$ cat src/rtl/ram_bist_sequencer.sv
// ============================================================================
// Module   : ram_bist_sequencer
// Brief    : Write/read-back BIST sequencer for one 1-cycle-latency BRAM.
//            Optional macro RAM_BIST_LFSR_PATTERN_EN selects an LFSR pattern.
// Revision : 1.0 - initial release
// ============================================================================
`default_nettype none

module ram_bist_sequencer #(
  parameter int BITWIDTH_DATA = 12,
  parameter int BITWIDTH_ADR  = 6,
  parameter int BITWIDTH_ERR  = 16
`ifdef RAM_BIST_LFSR_PATTERN_EN
  ,
  parameter logic [BITWIDTH_DATA-1:0] LFSR_TAPS = 12'h829
`endif
) (
  input  logic                     CLK_SYS,
  input  logic                     RSTN,
  input  logic                     TRGG_START,
  input  logic                     STOP,
  input  logic [BITWIDTH_DATA-1:0] SEED,
  output logic                     RAM_EN,
  output logic                     RAM_WE,
  output logic [BITWIDTH_ADR-1:0]  RAM_ADR,
  output logic [BITWIDTH_DATA-1:0] RAM_DIN,
  input  logic [BITWIDTH_DATA-1:0] RAM_DOUT,
  output logic                     BUSY,
  output logic                     DONE,
  output logic [BITWIDTH_ERR-1:0]  ERR_CNT,
  output logic [BITWIDTH_ADR-1:0]  ERR_FIRST_ADR,
  output logic                     ERR_FLAG
);

  typedef enum logic [1:0] {
    S_IDLE  = 2'd0,
    S_WRITE = 2'd1,
    S_READ  = 2'd2,
    S_DRAIN = 2'd3
  } state_t;

  localparam logic [BITWIDTH_ADR-1:0] ADR_LAST = '1;

  state_t                   state_q, state_d;
  logic [BITWIDTH_DATA-1:0] seed_q, seed_d;
  logic                     ram_en_q, ram_en_d;
  logic                     ram_we_q, ram_we_d;
  logic [BITWIDTH_ADR-1:0]  ram_adr_q, ram_adr_d;
  logic [BITWIDTH_DATA-1:0] ram_din_q, ram_din_d;
  logic                     busy_q, busy_d;
  logic                     done_q, done_d;
  logic [BITWIDTH_ERR-1:0]  err_cnt_q, err_cnt_d;
  logic [BITWIDTH_ADR-1:0]  err_first_q, err_first_d;
  logic                     err_flag_q, err_flag_d;
  logic                     chk_vld_q, chk_vld_d;
  logic [BITWIDTH_DATA-1:0] chk_exp_q, chk_exp_d;
  logic [BITWIDTH_ADR-1:0]  chk_adr_q, chk_adr_d;

  logic [BITWIDTH_ADR-1:0]  w_adr_inc;
  logic [BITWIDTH_DATA-1:0] w_pat_start;
  logic [BITWIDTH_DATA-1:0] w_pat_cur;
  logic [BITWIDTH_DATA-1:0] w_pat_next;
  logic                     w_err_hit;

  assign w_adr_inc = ram_adr_q + 1'b1;

`ifdef RAM_BIST_LFSR_PATTERN_EN
  function automatic logic [BITWIDTH_DATA-1:0] lfsr_step(input logic [BITWIDTH_DATA-1:0] s);
    return {s[BITWIDTH_DATA-2:0], ^(s & LFSR_TAPS)};
  endfunction

  // An all-zero state would lock the LFSR, so a zero seed is replaced by 1.
  function automatic logic [BITWIDTH_DATA-1:0] seed_nz(input logic [BITWIDTH_DATA-1:0] s);
    return (s == '0) ? {{(BITWIDTH_DATA-1){1'b0}}, 1'b1} : s;
  endfunction

  logic [BITWIDTH_DATA-1:0] lfsr_q;
  logic                     w_run;
  logic                     w_last;

  assign w_run  = !STOP && (state_q == S_WRITE || state_q == S_READ);
  assign w_last = (ram_adr_q == ADR_LAST);

  always_ff @(posedge CLK_SYS or negedge RSTN) begin
    if (!RSTN) begin
      lfsr_q <= '0;
    end else if (state_q == S_IDLE && TRGG_START && !STOP) begin
      lfsr_q <= seed_nz(SEED);
    end else if (w_run && w_last && state_q == S_WRITE) begin
      lfsr_q <= seed_nz(seed_q);
    end else if (w_run && !w_last) begin
      lfsr_q <= lfsr_step(lfsr_q);
    end
  end

  assign w_pat_start = seed_nz(SEED);
  assign w_pat_cur   = lfsr_q;
  assign w_pat_next  = lfsr_step(lfsr_q);
`else
  function automatic logic [BITWIDTH_DATA-1:0] adr_pattern(input logic [BITWIDTH_ADR-1:0]  a,
                                                           input logic [BITWIDTH_DATA-1:0] s);
    logic [BITWIDTH_ADR+BITWIDTH_DATA-1:0] ext;
    ext = {{BITWIDTH_DATA{1'b0}}, a};
    return ext[BITWIDTH_DATA-1:0] ^ s;
  endfunction

  assign w_pat_start = adr_pattern('0, SEED);
  assign w_pat_cur   = adr_pattern(ram_adr_q, seed_q);
  assign w_pat_next  = adr_pattern(w_adr_inc, seed_q);
`endif

  // The read issued two edges ago is returned on RAM_DOUT in this cycle.
  assign w_err_hit = (state_q == S_READ || state_q == S_DRAIN) && !STOP &&
                     chk_vld_q && (RAM_DOUT != chk_exp_q);

  always_comb begin
    state_d     = state_q;
    seed_d      = seed_q;
    ram_en_d    = 1'b0;
    ram_we_d    = 1'b0;
    ram_adr_d   = '0;
    ram_din_d   = '0;
    busy_d      = busy_q;
    done_d      = done_q;
    err_cnt_d   = err_cnt_q;
    err_first_d = err_first_q;
    err_flag_d  = err_flag_q;
    chk_vld_d   = 1'b0;
    chk_exp_d   = chk_exp_q;
    chk_adr_d   = chk_adr_q;

    case (state_q)
      S_IDLE: begin
        if (TRGG_START && !STOP) begin
          state_d     = S_WRITE;
          seed_d      = SEED;
          busy_d      = 1'b1;
          done_d      = 1'b0;
          err_cnt_d   = '0;
          err_first_d = '0;
          err_flag_d  = 1'b0;
          ram_en_d    = 1'b1;
          ram_we_d    = 1'b1;
          ram_din_d   = w_pat_start;
        end
      end
      S_WRITE: begin
        if (STOP) begin
          state_d = S_IDLE;
          busy_d  = 1'b0;
        end else begin
          ram_en_d = 1'b1;
          if (ram_adr_q == ADR_LAST) begin
            state_d = S_READ;
          end else begin
            ram_we_d  = 1'b1;
            ram_adr_d = w_adr_inc;
            ram_din_d = w_pat_next;
          end
        end
      end
      S_READ: begin
        if (STOP) begin
          state_d = S_IDLE;
          busy_d  = 1'b0;
        end else begin
          chk_vld_d = 1'b1;
          chk_exp_d = w_pat_cur;
          chk_adr_d = ram_adr_q;
          if (ram_adr_q == ADR_LAST) begin
            state_d = S_DRAIN;
          end else begin
            ram_en_d  = 1'b1;
            ram_adr_d = w_adr_inc;
          end
        end
      end
      S_DRAIN: begin
        state_d = S_IDLE;
        busy_d  = 1'b0;
        done_d  = !STOP;
      end
      default: begin
        state_d = S_IDLE;
        busy_d  = 1'b0;
      end
    endcase

    if (w_err_hit) begin
      err_flag_d = 1'b1;
      if (!err_flag_q) begin
        err_first_d = chk_adr_q;
      end
      if (err_cnt_q != '1) begin
        err_cnt_d = err_cnt_q + 1'b1;
      end
    end
  end

  always_ff @(posedge CLK_SYS or negedge RSTN) begin
    if (!RSTN) begin
      state_q     <= S_IDLE;
      seed_q      <= '0;
      ram_en_q    <= 1'b0;
      ram_we_q    <= 1'b0;
      ram_adr_q   <= '0;
      ram_din_q   <= '0;
      busy_q      <= 1'b0;
      done_q      <= 1'b0;
      err_cnt_q   <= '0;
      err_first_q <= '0;
      err_flag_q  <= 1'b0;
      chk_vld_q   <= 1'b0;
      chk_exp_q   <= '0;
      chk_adr_q   <= '0;
    end else begin
      state_q     <= state_d;
      seed_q      <= seed_d;
      ram_en_q    <= ram_en_d;
      ram_we_q    <= ram_we_d;
      ram_adr_q   <= ram_adr_d;
      ram_din_q   <= ram_din_d;
      busy_q      <= busy_d;
      done_q      <= done_d;
      err_cnt_q   <= err_cnt_d;
      err_first_q <= err_first_d;
      err_flag_q  <= err_flag_d;
      chk_vld_q   <= chk_vld_d;
      chk_exp_q   <= chk_exp_d;
      chk_adr_q   <= chk_adr_d;
    end
  end

  assign RAM_EN        = ram_en_q;
  assign RAM_WE        = ram_we_q;
  assign RAM_ADR       = ram_adr_q;
  assign RAM_DIN       = ram_din_q;
  assign BUSY          = busy_q;
  assign DONE          = done_q;
  assign ERR_CNT       = err_cnt_q;
  assign ERR_FIRST_ADR = err_first_q;
  assign ERR_FLAG      = err_flag_q;

endmodule

`default_nettype wire

$ cat config.mk
export PLATFORM = sky130hd
export DESIGN_NAME = ram_bist_sequencer
export DESIGN_NICKNAME = d
export VERILOG_FILES = /design/src/rtl/ram_bist_sequencer.sv
export SDC_FILE = /design/constraint.sdc
export NUM_CORES = 1
export LEC_CHECK = 0
export ABC_AREA = 1
export ABC_CLOCK_PERIOD_IN_PS = 1990
export CAP_MARGIN = 10
export CORE_MARGIN = 2
export CORE_UTILIZATION = 50
export DETAILED_ROUTE_END_ITERATION = 10
export GPL_TIMING_DRIVEN = 1
export PLACE_DENSITY_LB_ADDON = 0.25
export SYNTH_ARGS = -nofsm -noshare
export SYNTH_HDL_FRONTEND = slang
export SYNTH_SLANG_ARGS = --single-unit
$ cat constraint.sdc
create_clock -name CLK_SYS -period 1.99 [get_ports CLK_SYS]
set_input_delay 0.398 -clock CLK_SYS [delete_from_list [all_inputs] [get_ports CLK_SYS]]
set_output_delay 0.398 -clock CLK_SYS [all_outputs]
set_load 0.05 [all_outputs]
Word level (Yosys, flattened, before mapping)

Cells that the tools add are included.

Register bits: 78
Bits of input ports: 28
Logic and storage cells: 81

Add/sub/neg operators: 2
Equality and inequality tests: 10
Multiplexer cells: 35
Bitwise operators: 3
Reductions and logical operators: 17

Operator list:

| cell                                                            | count |
|---|---|
| 16-bit two-way mux                                              | 4 |
| 6-bit two-way mux                                               | 7 |
| 12-bit two-way mux                                              | 3 |
| 12-bit case mux with 2 select lines                             | 1 |
| 6-bit by 12-bit XOR with 12-bit output                          | 2 |
| 16-bit by 1-bit adder with 16-bit output, second input constant | 1 |
| 16-bit != test, second input constant                           | 1 |
| 12-bit != test                                                  | 1 |
| 1-bit two-way mux                                               | 10 |
| 2-bit two-way mux                                               | 5 |
| 2-bit AND reduction                                             | 5 |
| 2-bit case mux with 4 select lines                              | 1 |
| 6-bit by 1-bit adder with 6-bit output, second input constant   | 1 |
| 6-bit == test, second input constant                            | 1 |
| 1-bit case mux with 3 select lines                              | 2 |
| 2-bit nonzero test                                              | 3 |
| 2-bit == test, second input constant                            | 2 |
| 1-bit logical AND                                               | 4 |
| 1-bit case mux with 2 select lines                              | 2 |
| 3-bit by 2-bit != test with 1-bit output, second input constant | 1 |
| 3-bit != test, second input constant                            | 1 |
| 3-bit AND reduction                                             | 1 |
| 2-bit by 1-bit == test with 1-bit output, second input constant | 1 |
| 2-bit logical NOT                                               | 1 |
| 6 further kinds                                                 | 6 |

Logic depth before layout (Yosys ltp)

Gate-level depths: netlist of run 1.

Depth after elaboration: 7
Gate-level depth with buffers: 11
Gate-level depth less buffers: 10

Worst setup path before layout of run 1

OpenSTA, ideal clock, no wires.

Path kind: register to register
Start: reg err_cnt_q[0] (netlist: ERR_CNT[0])
End: reg err_cnt_q[0] (netlist: ERR_CNT[0])
Library setup time: 0.121 ns
Arrival time: 1.705 ns
Data required time: 1.869 ns
Setup slack: 0.164 ns
Stages on the path, launching flop included: 12
Buffers on the path: 1
Cell sequence: dfrtp_1 -> ha_1 -> nand3_1 -> inv_1 -> nand2_2 -> inv_2 -> nand2_1 -> buf_6 -> nand2_1 -> o21ai_1 -> nand2_1 -> nand2_1

Word-level cells in the longest chain between the ends: 4
Elaborated cells between the ends (all ways): 6

RTL lines:

| item                                                                             | RTL line | RTL |
|---|---|---|
| from (decl)                                                                      | 52       | `logic [BITWIDTH_ERR-1:0] err_cnt_q, err_cnt_d;` |
| from (signal assigned)                                                           | 225      | `err_cnt_q <= err_cnt_d;` |
| branches (longest 3 deep; another with 16-bit by 1-bit adder with 16-bit output) | --       |  |
| 16-bit two-way mux (*)                                                           | 189      | `if (w_err_hit) begin` |
| net err_cnt_d[0]                                                                 | 52       |  |

Mark *: on every way through the listed nets, which the timed path passes.
A chain may end at the register's enable or synchronous reset.

Final worst setup path of run 1

Start: reg err_first_q[3] (netlist: ERR_FIRST_ADR[3])
End: out ERR_FIRST_ADR[3]

RTL lines:

| item                   | RTL line | RTL |
|---|---|---|
| from (decl)            | 53       | `logic [BITWIDTH_ADR-1:0] err_first_q, err_first_d;` |
| from (signal assigned) | 226      | `err_first_q <= err_first_d;` |
| to (decl)              | 31       | `output logic [BITWIDTH_ADR-1:0] ERR_FIRST_ADR,` |

No word-level cell between the ends.

==> summary.md, run 1 <==
| Metric | Value |
|---|---|
| Status | `finished, final reports clean` |
| Leakage | `approximately 2.6 nW` |
| CP startpoint | `ERR_FIRST_ADR[3]` |
| Detailed-route wire length per cell | `between 10 and 15 um` |
| Layout cells sized above 1 | `a little under an eighth` |
| NumNets Final | `between 600 and 700` |
| Area Overhead vs Synth | `26.1%` |
| Drt total wl | `between 9 and 10 mm` |
| CTS tree | `done` |
| Mapped Area | `roughly 4000 um2` |
| DR vias | `3467` |
| Core area | `between 7000 and 8000 um2` |
| Crit Reg-Reg Endpoint | `ERR_CNT[10]` |
| CP Data Required Time | `between 1.5 and 2 ns` |
| Register area | `~2000 um2` |
| Cells on worst reg2reg path | `9` |
| Crit path DAT | `about 1.6 ns` |
| Fmax | `513 MHz` |
| Warnings, synthesis | `0` |
| #FFs+latches synth | `78` |
| Fin util | `64.6%` |
| Multi-input logic area | `about 1700 um2` |
| R2R Path Start | `state_q[0]` |
| Worst path top cell family by delay | `buffers and inverters` |
| Vias in the first global route | `between 3000 and 4000` |
| Worst-margin pin slew | `a little over 0.5 ns` |
| Period minus WS final | `approximately 2.0 ns` |
| Congestion Overflow GR | `0` |
| Most frequent cells in the layout | `nand2_1 (197), dfrtp_1 (78), inv_1 (45), clkdlybuf4s50_1 (45), o21ai_0 (41)` |
| Largest net degree at the start of global routing | `36` |
| Initial DRC Count | `about 140` |
| Top cell type's share of synthesized area | `between 40 and 50%` |
| Final Setup Violations | `0` |
| Setup crit start kind | `flip-flop` |
| GRT Resource Usage Total | `roughly 23%` |
| Max clock buf depth | `2` |
| Max transition margin | `roughly two thirds` |
| Worst min path class | `reg2reg` |
| Avg Cell Area, Syn | `7.88 um2` |
| Num rows | `32` |
| Final Slew Violations | `0` |
| I/O Buffers | `between 70 and 80` |
| Slowest cell on crit path | `clkdlybuf4s50_1` |
| Post-DRT Antenna Nets | `0` |
| Maximum vdd drop | `~0.00062 V` |
| Die width | `92.8 um` |
| MaxCap Viol Count | `0` |
| DIE AREA | `about 8600 um2` |
| Synth area leaders | `dfrtp_1 (50%), nand2_1 (19%), o21ai_0 (5.2%), nand3_1 (4.6%), inv_1 (4.3%)` |
| Drt via density | `around 5.0` |
| Worst-path cell chain | `clkdlybuf4s50_1` |
| Worst hold stages | `2` |
| Die span in y | `just over 90 um` |
| Clock transition at the registers of the reported paths | `about 0.090 ns` |
| Yosys top cell by area | `dfrtp_1` |
| GPL Wtd Cong | `about 0.86` |
| Syn Nets | `534` |
| Post-synth cell types | `29` |
| Diode count | `0` |
| Overall Power | `between 4 and 5 mW` |
| Clk_lat worst skew | `between 0.3 and 0.4 ns` |
| PD cells | `~900 nW/um2` |
| Post-Synthesis Cells | `500` |
| Setup Buffers After CTS | `0` |
| Starting Density | `a little over 50%` |
| Hold Vio Cnt, Final | `0` |
| I/O pins | `73` |
| # H-tree levels | `3` |
| Drt pass-1 iters | `4` |
| Fillers | `between 600 and 700` |
| Worst hold endpoint | `chk_adr_q[0]` |
| CTS Buf Count | `9` |
| Root Buffer | `clkbuf_8` |
| Commonest non-fill, non-tap cell in the layout | `nand2_1` |
| DRC | `0` |
| R2R Setup Slk | `0.16 ns` |
| Max incr delay on CP | `~0.82 ns` |
| Seq/Total Area, Yosys | `approximately half` |
| CP Capture Type | `output port` |
| CP bufs+invs | `1` |
| Crit-path max FO | `3` |
| Kind of critical path | `reg2out` |
| Antenna violations before repair | `0` |
| Worst Hold Launch | `chk_adr_q[0]` |
| Sink Count | `78` |
| Final period util | `a little over nine tenths` |
| Layout Skew | `0.00936 ns` |
| First-pass GRT wire length | `about 16 mm` |
| RSZ-0062 raised after global routing | `no` |
| DPL Wire Length | `6.51 mm` |
==> cell type report <==
class                   count  area share [%]
flip-flops and latches     78            39.3
multi-input cells         357            34.0
repair buffers             86            16.3
inverters                  49            3.75
well taps                 102            2.57
clock buffers               9            2.49
clock inverters             7            1.61
==> Yosys cell counts (all sizes together) <==
cell / count
a21oi: 1
a31oi: 1
buf: 9
clkbuf: 7
dfrtp: 78
ha: 6
inv: 49
nand2: 200
nand3: 39
nand3b: 2
nand4: 2
nor2: 30
nor3: 2
o21a: 1
o21ai: 46
o21bai: 1
or2: 2
xnor2: 14
xor2: 10
==> report_power, final <==
part | internal (mW) | leakage, nW | switching [mW]
Clock | 0.599 | 0.103 | 0.640
Sequential | 1.81 | 1.05 | 0.115
Combinational | 0.456 | 1.44 | 0.846
==> repair_timing <==
item | 4_1_cts | 5_1_grt
resized for setup | 1 | 2
hold endpoints to repair | 15 | 0
hold buffers | 1 | 0
setup endpoints to repair | 1 | 2
==> stage by stage <==
stage / instances / worst slack, ns / area, um2 / hold slack, ns / setup TNS (ns)
after floorplan: 500 / 0.164 / 3940 / 0.102 / 0
after global placement: 671 / -0.0443 / 4750 / 0.388 / -0.126
after detailed placement: 671 / -0.0996 / 4750 / 0.385 / -0.601
after CTS: 688 / 0.0125 / 4960 / 0.489 / 0
after global routing: 688 / 0.00449 / 4970 / 0.508 / 0
final: 688 / 0.0397 / 4970 / 0.483 / 0
==> worst max-delay path by stage <==
| stage | endpoint | slack, ns | cells after the start |
|---|---|---|---|
| after detailed placement | ERR_CNT[10] | -0.1 | 9 |
| final | ERR_FIRST_ADR[3] | 0.04 | 1 |
| after CTS | ERR_FIRST_ADR[4] | 0.01 | 1 |
| after floorplan | ERR_CNT[0] | 0.16 | 11 |
| after global routing | ERR_FIRST_ADR[2] | 0.004 | 1 |
| after global placement | ERR_CNT[10] | -0.04 | 9 |
==> flip-flops by register name, summed over array words and instances, names as in the netlist, 2 cells and up <==
name and cells:
chk_adr_q 6, RAM_DIN 12, chk_exp_q 12, seed_q 12, ERR_CNT 16, RAM_ADR 6, state_q 2, ERR_FIRST_ADR 6
==> layer usage <==
metal | global-route usage, % | wire, um
met1 | 28.5 | 3950
met4 | 11.3 | 199
met5 | 0 | 0
met2 | 39.8 | 4620
met3 | 3.17 | 316
==> cell families (layout without fill, tap and decap cells) <==
logic type / count (synthesis) / in the layout / synth area share, %
AOI/OAI and AO/OA: 50 / 50 / 6.51
xor gates and xnor gates: 24 / 24 / 5.34
adders and majority gates: 6 / 6 / 1.91
DFF: 78 / 78 / 49.6
buffers and inverters: 65 / 151 / 7.59
and+or+nand+nor: 277 / 277 / 29.1
Power figures use the tool's default switching activity.
==> inputs of run 2 (changes only) <==
GPL_ROUTABILITY_DRIVEN = 0   (was default)
==> run 2 against run 1 <==
  * Register-to-register slack gained 0.04 ns
  * Non-clock buffer count stayed put
  * Routed wire length increased by 0.73%
  * Final area down 1.2%
  * Power shrank 4.9%
  * Largest power group unchanged
  * Die area stayed put
  * Highest routed layer unchanged
  * Global-route usage fell by 0.33 points
  * Maximum frequency rose by 1.4%
  * Count of clock-buffer cells in the layout rose by 2
==> summary.md, run 2 (same netlist as run 1, synthesis figures left out) <==
| Metric | Value |
|---|---|
| Status | `finished, final reports clean` |
| Area Overhead vs Synth | `24.6%` |
| Switching share of power | `36.2% (+0.32 points)` |
| Commonest non-fill, non-tap cell in the layout | `nand2_1` |
| MaxCap Viol Count | `0 (unchanged)` |
| DIE AREA | `8600 um2 (unchanged)` |
| Sink Count | `78 (unchanged)` |
| CTS Buf Count | `9 (unchanged)` |
| Max clock buf depth | `2 (unchanged)` |
| CP bufs+invs | `1 (unchanged)` |
| Int Pwr | `2.71 mW (-5.4%)` |
| Crit path DAT | `1.53 ns (-0.02 ns)` |
| Die width | `92.8 um (unchanged)` |
| Layout cells sized above 1 | `11.1% (-0.34 points)` |
| CP Capture Type | `output port` |
| Vias in the first global route | `3350 (-3.3%)` |
| Post-DRT Antenna Nets | `0 (unchanged)` |
| Kind of critical path | `reg2out` |
| I/O pins | `73 (unchanged)` |
| CP Data Required Time | `1.59 ns (about the same)` |
| Part of the power in registers | `45.2% (+2.1 points)` |
| Setup crit start kind | `flip-flop` |
| # H-tree levels | `3 (unchanged)` |
| Final period util | `96.7% (-1.3 points)` |
| GRT Resource Usage Total | `22.7% (-0.33 points)` |
| Diode count | `0 (unchanged)` |
| Comb power frac | `30.2% (+1.1 points)` |
| Num rows | `32 (unchanged)` |
| Worst-path cell chain | `clkdlybuf4s50_1` |
| PD cells | `866 nW/um2 (-3.8%)` |
| Hold_ws | `0.496 ns (+0.0130 ns)` |
| Drt pass-1 iters | `5 (+1)` |
| RSZ-0062 raised after global routing | `no` |
| Period minus WS final | `1.92 ns (-0.0266 ns)` |
| Maximum vdd drop | `0.000683 V (+9.3%)` |
| NumNets Final | `615 (unchanged)` |
| # placed instances | `671 (unchanged)` |
| Max incr delay on CP | `0.81 ns (about the same)` |
| Final Slew Violations | `0 (unchanged)` |
| Clk_lat worst skew | `0.34 ns (-0.02 ns)` |
| First-pass GRT wire length | `15.5 mm (-1.3%)` |
| Crit-path max FO | `3 (unchanged)` |
| NetSw | `1.54 mW (-4.1%)` |
| Final instance area | `4910 um2 (-1.2%)` |
| Drt via density | `4.96 (-1.6%)` |
| Clk pwr share | `24.6% (-3.1 points)` |
| Slowest cell on crit path | `clkdlybuf4s50_1` |
| Final Setup Violations | `0 (unchanged)` |
| Max transition margin | `65.6% (-0.62 points)` |
| Layout Skew | `0.00842 ns (-0.000943 ns)` |
| Clock transition at the registers of the reported paths | `0.08 ns (about the same)` |
| R2R Setup Slk | `0.20 ns (+0.04 ns)` |
| Most frequent cells in the layout | `nand2_1 (197), dfrtp_1 (78), inv_1 (45)` |
| Worst path top cell family by delay | `buffers and inverters` |
| CTS tree | `done` |
| Worst-margin pin slew | `0.515 ns (+0.0101 ns)` |
| Starting Density | `51.2% (unchanged)` |
| Hold Vio Cnt, Final | `0 (unchanged)` |
| Finished Layout Cells | `688 (unchanged)` |
| Antenna violations before repair | `0 (unchanged)` |
| Die span in y | `92.8 um (unchanged)` |
| DRC | `0 (unchanged)` |
| Core area | `7690 um2 (unchanged)` |
| Drt total wl | `9.14 mm (+0.73%)` |
| Worst min path class | `reg2reg` |
| Largest net degree at the start of global routing | `54 (+50%)` |
| Detailed-route wire length per cell | `13.3 um (+0.73%)` |
| DPL Wire Length | `6.42 mm (-1.4%)` |
| Max FFs per register | `16 (unchanged)` |
| Fmax | `520 MHz (+1.4%)` |
| DR vias | `3410 (-1.6%)` |
| Leakage | `2.58 nW (-0.50%)` |
| Congestion Overflow GR | `0 (unchanged)` |
| Root Buffer | `clkbuf_8` |
| Placed cell area | `4720 um2 (-0.53%)` |
| Initial DRC Count | `145 (+7.4%)` |
| I/O Buffers | `72 (unchanged)` |
-- run 2: area by class of cell --
| cell class | count | area, um2 |
|---|---|---|
| Fill cell | 692 | 2780 |
| Sequential cell | 78 | 1950 |
| Multi-Input combinational cell | 357 | 1690 |
| Timing Repair Buffer | 86 | 787 |
| Inverter | 49 | 186 |
| Clock buffer | 11 | 131 |
| Tap cell | 102 | 128 |
| Clock inverter | 5 | 36.3 |
-- run 2: path summary, 6_finish.rpt --
path,from,to,cells past startpoint
max,ERR_FIRST_ADR[5],ERR_FIRST_ADR[5],1
max reg2reg,ERR_CNT[1],ERR_CNT[9],10
min reg2reg,chk_adr_q[0],chk_adr_q[0],2
min in group asynchronous,RSTN,ERR_CNT[4],2
min,chk_adr_q[0],chk_adr_q[0],2
max in group asynchronous,RSTN,RAM_DIN[4],3
-- run 2: repair_timing --
item	in CTS	in global routing
hold buffers	1	0
buffers inserted	0	0
hold endpoints to repair	25	0
pin swaps	0	0
resized for setup	1	3
endpoints found under the setup margin	1	3
-- run 2: power by group through the flow --
| stage | registers [mW] | clock network (mW) | logic [mW] |
|---|---|---|---|
| after global placement | 1.95 | 0 | 1.26 |
| after floorplan | 2.31 | 0 | 0.449 |
| final | 1.92 | 1.04 | 1.28 |
| after detailed placement | 1.95 | 0 | 1.28 |
| after CTS | 1.92 | 1.07 | 1.29 |
| after global routing | 1.94 | 1.12 | 1.39 |
-- run 2: layer usage --
layer / global-route usage [%] / share of wire (%) / up-vias
met4: 7.35 / 0.56 / 0
met3: 3.66 / 5.6 / 8
met2: 38.1 / 50 / 105
met5: 0 / 0 / -
met1: 30.4 / 44 / 1585
li1: - / - / 1712
-- run 2: per-stage QoR --
stage | setup slack (ns) | power [mW] | setup TNS (ns) | util [%]
2_1_floorplan | 0.164 | 2.76 | 0 | -
3_3_place_gp | 0.00710 | 3.21 | 0 | 61.5
3_5_place_dp | -0.0406 | 3.23 | -0.0693 | 61.5
4_1_cts | 0.0160 | 4.28 | 0 | 63.8
5_1_grt | 0.0209 | 4.46 | 0 | 63.9
6_report | 0.0663 | 4.25 | 0 | 63.9
==> inputs of run 3 (changes only) <==
CORE_MARGIN = 1   (was 2)
CTS_BUF_LIST = sky130_fd_sc_hd__clkbuf_16   (was default)
==> run 3 against run 2 <==
  * The flow now finishes with violations (hold timing)
  * First-iteration DRC count is 23% higher
  * Final area is 1.7% higher
  * Clock power is 51% higher
  * Worst hold slack worse by 0.50 ns
  * Non-clock buffer count is 2 lower
  * Routed wire length is 2.6% lower
  * Worst setup slack worse by 0.021 ns
==> summary.md, run 3 (same netlist as run 1, synthesis figures left out) <==
| Metric | Value |
|---|---|
| Clock transition at the registers of the reported paths | `0.06 ns (-0.02 ns)` |
| Slowest cell on crit path | `clkdlybuf4s50_1` |
| Final instance area | `4990 um2 (+1.7%)` |
| Worst-path cell chain | `clkdlybuf4s50_1` |
| Fin Setup TNS | `0 ns (unchanged)` |
| Drt total wl | `8.90 mm (-2.6%)` |
| Leakage | `2.60 nW (+0.93%)` |
| Antenna violations before repair | `0 (unchanged)` |
| Max FFs per register | `16 (unchanged)` |
| Max transition margin | `65.7% (+0.083 points)` |
| Max clock buf depth | `2 (unchanged)` |
| Final Setup Violations | `0 (unchanged)` |
| CP Data Required Time | `1.59 ns (about the same)` |
| Area Overhead vs Synth | `26.7%` |
| Worst-margin pin slew | `0.513 ns (-0.00201 ns)` |
| GRT Resource Usage Total | `23.1% (+0.37 points)` |
| Worst min path class | `in2async` |
| Core area | `7450 um2 (-3.1%)` |
| Placed cell area | `4710 um2 (-0.40%)` |
| Layout cells sized above 1 | `11.3% (+0.21 points)` |
| I/O pins | `73 (unchanged)` |
| Hold Vio Cnt, Final | `3 (+3)` |
| Commonest non-fill, non-tap cell in the layout | `nand2_1` |
| DR vias | `3407 (-0.088%)` |
| Post-DRT Antenna Nets | `0 (unchanged)` |
| DIE AREA | `8240 um2 (-4.3%)` |
| Initial DRC Count | `179 (+23%)` |
| NumNets Final | `613 (-0.33%)` |
| Drt pass-1 iters | `5 (unchanged)` |
| CP Capture Type | `output port` |
| Cts hold-fix bufs | `0 (-1)` |
| # H-tree levels | `3 (unchanged)` |
| R2R Path Start | `ERR_CNT[1]` |
| Num rows | `31 (-3.1%)` |
| Status | `complete, but fails checks` |
| Drt via density | `4.99 (+0.64%)` |
| Final period util | `97.7% (+1.1 points)` |
| Worst path top cell family by delay | `buffers and inverters` |
| MaxCap Viol Count | `0 (unchanged)` |
| Layout Skew | `0.00464 ns (-0.00378 ns)` |
| Crit path DAT | `1.55 ns (+0.02 ns)` |
| R2R Setup Slk | `0.20 ns (about the same)` |
| Congestion Overflow GR | `0 (unchanged)` |
| CTS Buf Count | `9 (unchanged)` |
| Largest net degree at the start of global routing | `49 (-9.3%)` |
| Hold_ws | `-0.00792 ns (-0.504 ns)` |
| DPL Wire Length | `6.17 mm (-3.9%)` |
| Maximum vdd drop | `0.000639 V (-6.4%)` |
| PD cells | `955 nW/um2 (+10%)` |
| Root Buffer | `clkbuf_16` |
| Detailed-route wire length per cell | `13.0 um (-1.9%)` |
| Die span in y | `90.8 um (-2.2%)` |
| I/O Buffers | `72 (unchanged)` |
| Crit Reg-Reg Endpoint | `ERR_CNT[0]` |
| Diode count | `0 (unchanged)` |
| Most frequent cells in the layout | `nand2_1 (197), dfrtp_1 (78), inv_1 (46)` |
| Failing checks | `hold timing` |
| Vias in the first global route | `3285 (-1.9%)` |
| Kind of critical path | `reg2out` |
| CTS tree | `done` |
| Starting Density | `52.9% (+1.7 points)` |
| Cells on worst reg2reg path | `10 (unchanged)` |
| DRC | `0 (unchanged)` |
| CP startpoint | `ERR_FIRST_ADR[4]` |
| Final Slew Violations | `0 (unchanged)` |
| Fmax | `514 MHz (-1.1%)` |
| CP bufs+invs | `1 (unchanged)` |
| Crit-path max FO | `3 (unchanged)` |
| Fillers | `659 (-4.8%)` |
| Max incr delay on CP | `0.82 ns (about the same)` |
| Die width | `90.8 um (-2.2%)` |
| Sink Count | `78 (unchanged)` |
| Period minus WS final | `1.95 ns (+0.0214 ns)` |
| Setup crit start kind | `flip-flop` |
| RSZ-0062 raised after global routing | `no` |
| Clk_lat worst skew | `0.33 ns (about the same)` |
| First-pass GRT wire length | `15.2 mm (-2.1%)` |
==> run 3: changes by cell type in the layout (fill, tap and decap cells not counted), sizes merged <==
cell and delta:
clkbuf -2, inv +1, clkinvlp -3, buf +2
dlygate4sd3 -1, clkinv +3, bufinv +1, dlygate4sd2 -1
dlymetal6s2s -2
==> run 3: layout make-up <==
type                    count  area [um2]  share of cell area, %
multi-input cells         357        1690                   33.8
clock inverters             7        56.3                   1.13
clock buffers               9         225                   4.51
repair buffers             84         758                   15.2
inverters                  49         186                   3.74
well taps                  99         124                   2.48
flip-flops and latches     78        1950                   39.1
==> run 3: per-stage QoR <==
| stage | std cells | hold slack (ns) | util, % | setup slack, ns | power (mW) |
|---|---|---|---|---|---|
| detailed placement | 667 | 0.357 | 63.2 | 0.0158 | 3.23 |
| floorplan | 500 | 0.102 | - | 0.164 | 2.76 |
| CTS | 683 | 0.00862 | 67.0 | 0.00775 | 4.79 |
| finish | 683 | -0.00792 | 67.0 | 0.0449 | 4.77 |
| global route | 683 | 0.0238 | 67.0 | 0.0298 | 4.99 |
| global placement | 667 | 0.356 | 63.2 | 0.0629 | 3.20 |
==> run 3: how the worst max path moves through the flow <==
stage	endpoint	slack [ns]	cells after the start
global route	ERR_FIRST_ADR[2]	0.03	1
detailed placement	ERR_CNT[11]	0.02	10
global placement	ERR_CNT[15]	0.06	10
CTS	ERR_CNT[4]	0.008	1
floorplan	ERR_CNT[0]	0.16	11
finish	ERR_FIRST_ADR[4]	0.04	1
==> run 3: repair_timing <==
item | in CTS | in global routing
endpoints found under the setup margin | 0 | 1
resized for setup | 0 | 1
setup buffers | 0 | 0
==> run 3: where the power goes <==
group / internal (mW) / switching [mW] / leakage, nW
sequential: 1.82 / 0.107 / 1.05
clock: 0.951 / 0.615 / 0.145
combinational: 0.446 / 0.835 / 1.41
total: 3.21 / 1.56 / 2.60
==> run 3: layer usage <==
layer | track usage (%) | vias to the layer above | part of all wire, %
met1 | 28.7 | 1600 | 44
met2 | 40.5 | 81 | 50
met5 | 0 | - | 0
met3 | 3.28 | 11 | 5.0
li1 | - | 1715 | -
met4 | 9.01 | 0 | 1.3
